File: src/rtl/dcache_core_tag_flush_pkg.sv
// Shared dcache definitions: tag RAM field layout, geometry, flush FSM
// state encoding and the line-address helper used by the flush engine.
package dcache_core_tag_flush_pkg;

    localparam int unsigned VALID_BIT = 20;
    localparam int unsigned DIRTY_BIT = 19;
    localparam int unsigned TAG_W     = 19;
    localparam int unsigned TAG_RAM_W = 21;
    localparam int unsigned SET_COUNT = 256;
    localparam int unsigned IDX_W     = 8;
    localparam int unsigned OFFSET_W  = 5;
    localparam int unsigned ADDR_W    = 32;

    localparam logic [IDX_W-1:0] IDX_LAST = IDX_W'(SET_COUNT - 1);

    typedef enum logic [2:0] {
        ST_INIT,
        ST_IDLE,
        ST_READ,
        ST_CHECK,
        ST_WB,
        ST_CLEAR
    } state_t;

    // Byte address of the first word of a cache line.
    function automatic logic [ADDR_W-1:0] line_addr(input logic [TAG_W-1:0] tag,
                                                    input logic [IDX_W-1:0] idx);
        return {tag, idx, {OFFSET_W{1'b0}}};
    endfunction

endpackage

File: src/rtl/dcache_core_tag_flush.sv
// Tag RAM initialise / flush engine for the data cache.
// After reset it zeroes all 256 tag entries; on a flush request it walks
// every set, issues a write-back for each valid+dirty line and clears it.
// Ports:
//   clk_i, rst_i      clock, asynchronous active-high reset
//   flush_i           flush request (honoured only in IDLE, not on done cycle)
//   tag_addr0_o       tag RAM read index (port 0, 1-cycle read latency)
//   tag_data0_i       tag RAM read data {valid, dirty, tag[18:0]}
//   tag_addr1_o       tag RAM write index (port 1)
//   tag_data1_o       tag RAM write data (always zero)
//   tag_wr1_o         tag RAM write enable
//   wb_valid_o        write-back request, held until wb_accept_i
//   wb_addr_o         write-back line address
//   wb_accept_i       write-back accepted this cycle
//   busy_o            high in every state except IDLE
//   done_o            one-cycle pulse when a flush walk completes
module dcache_core_tag_flush
    import dcache_core_tag_flush_pkg::*;
(
    input  logic        clk_i,
    input  logic        rst_i,
    input  logic        flush_i,
    input  logic [20:0] tag_data0_i,
    input  logic        wb_accept_i,
    output logic [7:0]  tag_addr0_o,
    output logic [7:0]  tag_addr1_o,
    output logic [20:0] tag_data1_o,
    output logic        tag_wr1_o,
    output logic        wb_valid_o,
    output logic [31:0] wb_addr_o,
    output logic        busy_o,
    output logic        done_o
);

    state_t             state_q, state_d;
    logic [IDX_W-1:0]   idx_q, idx_d;
    logic [TAG_W-1:0]   tag_q, tag_d;
    logic               wr_q, wr_d;
    logic               wbv_q, wbv_d;
    logic               done_q, done_d;

    always_comb begin
        state_d = state_q;
        idx_d   = idx_q;
        tag_d   = tag_q;
        done_d  = 1'b0;
        unique case (state_q)
            // The first INIT cycle after reset release only raises the
            // registered write strobe; idx advances once a write is on the bus.
            ST_INIT: begin
                if (wr_q) begin
                    if (idx_q == IDX_LAST) begin
                        state_d = ST_IDLE;
                    end else begin
                        idx_d = idx_q + 8'd1;
                    end
                end
            end
            // done_q marks the completion cycle, where flush_i is ignored.
            ST_IDLE: begin
                if (flush_i && !done_q) begin
                    idx_d   = '0;
                    state_d = ST_READ;
                end
            end
            ST_READ: begin
                state_d = ST_CHECK;
            end
            ST_CHECK: begin
                if (tag_data0_i[VALID_BIT] && tag_data0_i[DIRTY_BIT]) begin
                    tag_d   = tag_data0_i[TAG_W-1:0];
                    state_d = ST_WB;
                end else begin
                    state_d = ST_CLEAR;
                end
            end
            ST_WB: begin
                if (wb_accept_i) begin
                    state_d = ST_CLEAR;
                end
            end
            ST_CLEAR: begin
                if (idx_q == IDX_LAST) begin
                    state_d = ST_IDLE;
                    done_d  = 1'b1;
                end else begin
                    idx_d   = idx_q + 8'd1;
                    state_d = ST_READ;
                end
            end
            default: begin
                state_d = ST_INIT;
                idx_d   = '0;
            end
        endcase
    end

    // Output strobes are registered from the next state so they line up
    // with the state they belong to.
    assign wr_d  = (state_d == ST_INIT) || (state_d == ST_CLEAR);
    assign wbv_d = (state_d == ST_WB);

    always_ff @(posedge clk_i or posedge rst_i) begin
        if (rst_i) begin
            state_q <= ST_INIT;
            idx_q   <= '0;
            tag_q   <= '0;
            wr_q    <= 1'b0;
            wbv_q   <= 1'b0;
            done_q  <= 1'b0;
        end else begin
            state_q <= state_d;
            idx_q   <= idx_d;
            tag_q   <= tag_d;
            wr_q    <= wr_d;
            wbv_q   <= wbv_d;
            done_q  <= done_d;
        end
    end

    assign tag_addr0_o = idx_q;
    assign tag_addr1_o = idx_q;
    assign tag_data1_o = '0;
    assign tag_wr1_o   = wr_q;
    assign wb_valid_o  = wbv_q;
    assign wb_addr_o   = line_addr(tag_q, idx_q);
    assign busy_o      = (state_q != ST_IDLE);
    assign done_o      = done_q;

endmodule
File: config.mk
export PLATFORM = sky130hd
export DESIGN_NAME = dcache_core_tag_flush
export DESIGN_NICKNAME = d
export VERILOG_FILES = /design/src/rtl/dcache_core_tag_flush_pkg.sv /design/src/rtl/dcache_core_tag_flush.sv
export SDC_FILE = /design/constraint.sdc
export NUM_CORES = 1
export LEC_CHECK = 0
export ABC_AREA = 1
export BUFFER_PORTS_ARGS = -buffer_cell sky130_fd_sc_hd__buf_2
export CAP_MARGIN = 20
export CORE_ASPECT_RATIO = 2
export CORE_MARGIN = 3
export CORE_UTILIZATION = 40
export DETAILED_ROUTE_END_ITERATION = 10
export GPL_TIMING_DRIVEN = 1
export PLACE_DENSITY = 0.72
export SLEW_MARGIN = 30
export SYNTH_ARGS = -nofsm -noshare
export SYNTH_HDL_FRONTEND = slang
export SYNTH_SLANG_ARGS = --single-unit
File: constraint.sdc
create_clock -name clk_i -period 1.9 [get_ports clk_i]
set_input_delay 0.38 -clock clk_i [delete_from_list [all_inputs] [get_ports clk_i]]
set_output_delay 0.38 -clock clk_i [all_outputs]
set_load 0.1 [all_outputs]
==> impl_metrics.env <==
export IMPL_status="finished, final reports clean"
export IMPL_vias_per_cell=4.549
export IMPL_cts_sinks=33
export IMPL_cp_max_fo=9
export IMPL_num_fill_cells=471
export IMPL_vias=1483
export IMPL_hold_viol=0
export IMPL_clk_pin_slew_worst_paths_ns=0.07
export IMPL_grt_pass1_vias=1323
export IMPL_min_period_over_period_pct=92.86
export IMPL_maxCapViolCount=0
export IMPL_grt_max_degree=20
export IMPL_cts_buffers=5
export IMPL_drc=0
export IMPL_synth_seq_cells=33
export IMPL_dieHeight_um=104.1
export IMPL_antenna_found_initial=0
export IMPL_fin_nets=296
export IMPL_overflow=0
export IMPL_drt_iter0_drc=24
export IMPL_fin_crit_ns=1.764
export IMPL_rows=35
export IMPL_netlist_area_um2=1924
export IMPL_avgSynthCellArea_um2=9.252
export IMPL_rsz0062_at_grt="false"
export IMPL_postCtsSetupRepairBufs=0
export IMPL_setup_viol=0
export IMPL_synth_top_cell_by_area="dfrtp_1"
export IMPL_synth_top_area_share_pct=42.91
export IMPL_ant_nets=0
export IMPL_initial_core_util_pct=41.46
export IMPL_cts_resized=0
export IMPL_fin_setup_tns_ns=0
export IMPL_place_detailed_hpwl_um=3035
export IMPL_cp_arrival_ns=1.38
export IMPL_antenna_cells=0
export IMPL_cts_hold_fix_buffers=0
export IMPL_cts_root_buf="clkbuf_8"
export IMPL_syn_inst=208
export IMPL_synthDistinctLibCells=24
export IMPL_critical_path_startpoint_type="register"
export IMPL_multiInputGateArea_um2=813.3
export IMPL_reg2regPathDepth=8
export IMPL_required_ns=1.52
export IMPL_ios=98
export IMPL_holdCritPathClass="in2async"
export IMPL_firstDrtPassIters=4
export IMPL_max_freq_ghz=0.5668
export IMPL_port_buffers=71
export IMPL_grt_usage_pct=13.98
export IMPL_yosysSeqAreaShare_pct=42.91
export IMPL_ys_warn_count=0
export IMPL_path_class="reg2out"
export IMPL_clk_latency_ns=0.28
export IMPL_area_growth_syn_to_layout_pct=17.49
export IMPL_end_kind="output pin"
export IMPL_skew_ns=0.006117
export IMPL_dieArea_um2=5730
export IMPL_routed_wl_um=3869
export IMPL_drive_gt1_share_pct=42.44
export IMPL_core_um2=4642
export IMPL_grt_pass1_wl_um=5989
export IMPL_wl_per_cell_um=11.87
export IMPL_clock_tree_buffer_depth=2
export IMPL_synth_area_leaders="dfrtp_1 43%, buf_4 16%, nand2_1 10%, mux2_4 7.8%, mux2_2 5.3%"
export IMPL_gp_congestion=0.8378
export IMPL_cts_tree="done"
export IMPL_final_util_pct=48.71
export IMPL_h_tree_depth=2
export IMPL_regArea_um2=840.8
export IMPL_fp_dieW_um=55.05
export IMPL_maxSlewViolCount=0
==> Yosys cell counts <==
cell type / number
nand2_1: 52
a21oi_1: 2
nor3_1: 1
buf_4: 42
o21bai_1: 1
ha_1: 1
conb_1: 1
mux2_2: 9
nor2_1: 16
inv_1: 13
mux2_4: 10
nand3b_1: 1
dfrtp_1: 33
nand3_4: 1
nor2_4: 2
o21ai_0: 2
nor4_1: 1
buf_6: 1
nand4_1: 1
xnor2_1: 2
inv_2: 1
xor2_1: 2
nand2_2: 3
nand3_1: 10
==> sequential cells by signal, summed over array words and instances (netlist names) <==
name         flops
wb_valid_o       1
tag_addr0_o      8
done_o           1
tag_q           19
state_q          3
tag_wr1_o        1
==> final timing paths <==
| path | start | end | slack, ns |
|---|---|---|---|
| max | state_q[2] | busy_o | 0.14 |
| min | rst_i | tag_addr0_o[1] | 0.09 |
| max reg2reg | tag_addr0_o[0] | tag_addr0_o[1] | 0.20 |
| min reg2reg | tag_q[8] | tag_q[8] | 0.50 |
| max in group asynchronous | rst_i | tag_q[18] | 1.28 |
| min in group clk_i | tag_data0_i[16] | tag_q[16] | 0.33 |
==> final cells by class <==
type | instances | area share (%)
multi-input combinational | 143 | 35.97
tap | 55 | 3.044
timing repair buffer | 73 | 16.38
clock inverter | 3 | 2.048
inverter | 14 | 2.324
clock buffer | 5 | 3.044
sequential | 33 | 37.19
==> kinds of logic (layout without fill, tap and decap cells) <==
group,count (synthesis),after routing,share of synthesized area (%)
xor gates and xnor gates,4,4,1.821
and+or+nand+nor,88,88,20.22
other,1,26,0.1949
buffers and inverters,57,95,19.70
AOI/OAI and AO/OA,5,5,1.431
muxes,19,19,13.07
DFF,33,33,42.91
adders and majority gates,1,1,0.6501
==> critical path: stages (launching register included) <==
cell     delay, ns
dfrtp_1       0.46
inv_2         0.12
nand2_1       0.10
buf_2         0.43
==> through the flow <==
step | area [µm²] | std cells | hold slack [ns] | setup WS, ns
6_report | 2261 | 326 | 0.08600 | 0.1356
5_1_grt | 2261 | 326 | 0.1090 | 0.02469
4_1_cts | 2261 | 326 | 0.09881 | 0.1170
3_5_place_dp | 2146 | 318 | 0.4041 | 0.2218
3_3_place_gp | 2146 | 318 | 0.3974 | 0.2963
2_1_floorplan | 2033 | 233 | 0.5085 | 0.08463
==> cells in the final DEF (no fill, tap or decap), drive strengths merged <==
| master | instances |
|---|---|
| buf | 73 |
| nand2 | 55 |
| dfrtp | 33 |
| conb | 26 |
| mux2 | 19 |
| nor2 | 18 |
| inv | 14 |
| nand3 | 11 |
| clkbuf | 5 |
| o21ai | 2 |
| a21oi | 2 |
| xnor2 | 2 |
| xor2 | 2 |
| nand3b | 1 |
| nor3 | 1 |
| nand4 | 1 |
| o21bai | 1 |
| nor4 | 1 |
| ha | 1 |
| bufinv | 1 |
| clkinv | 1 |
| clkinvlp | 1 |
==> layer usage <==
layer,vias up,track usage (%),part of all wire [%]
met1,692,15.60,35
met5,-,0,0
met2,80,24.58,55
met3,2,4.304,10
met4,0,3.130,0.44
li1,709,-,-
Power is left out: the tool's default activity adds up to more than one toggle a clock period on the data nets, which glitch-free logic cannot reach.
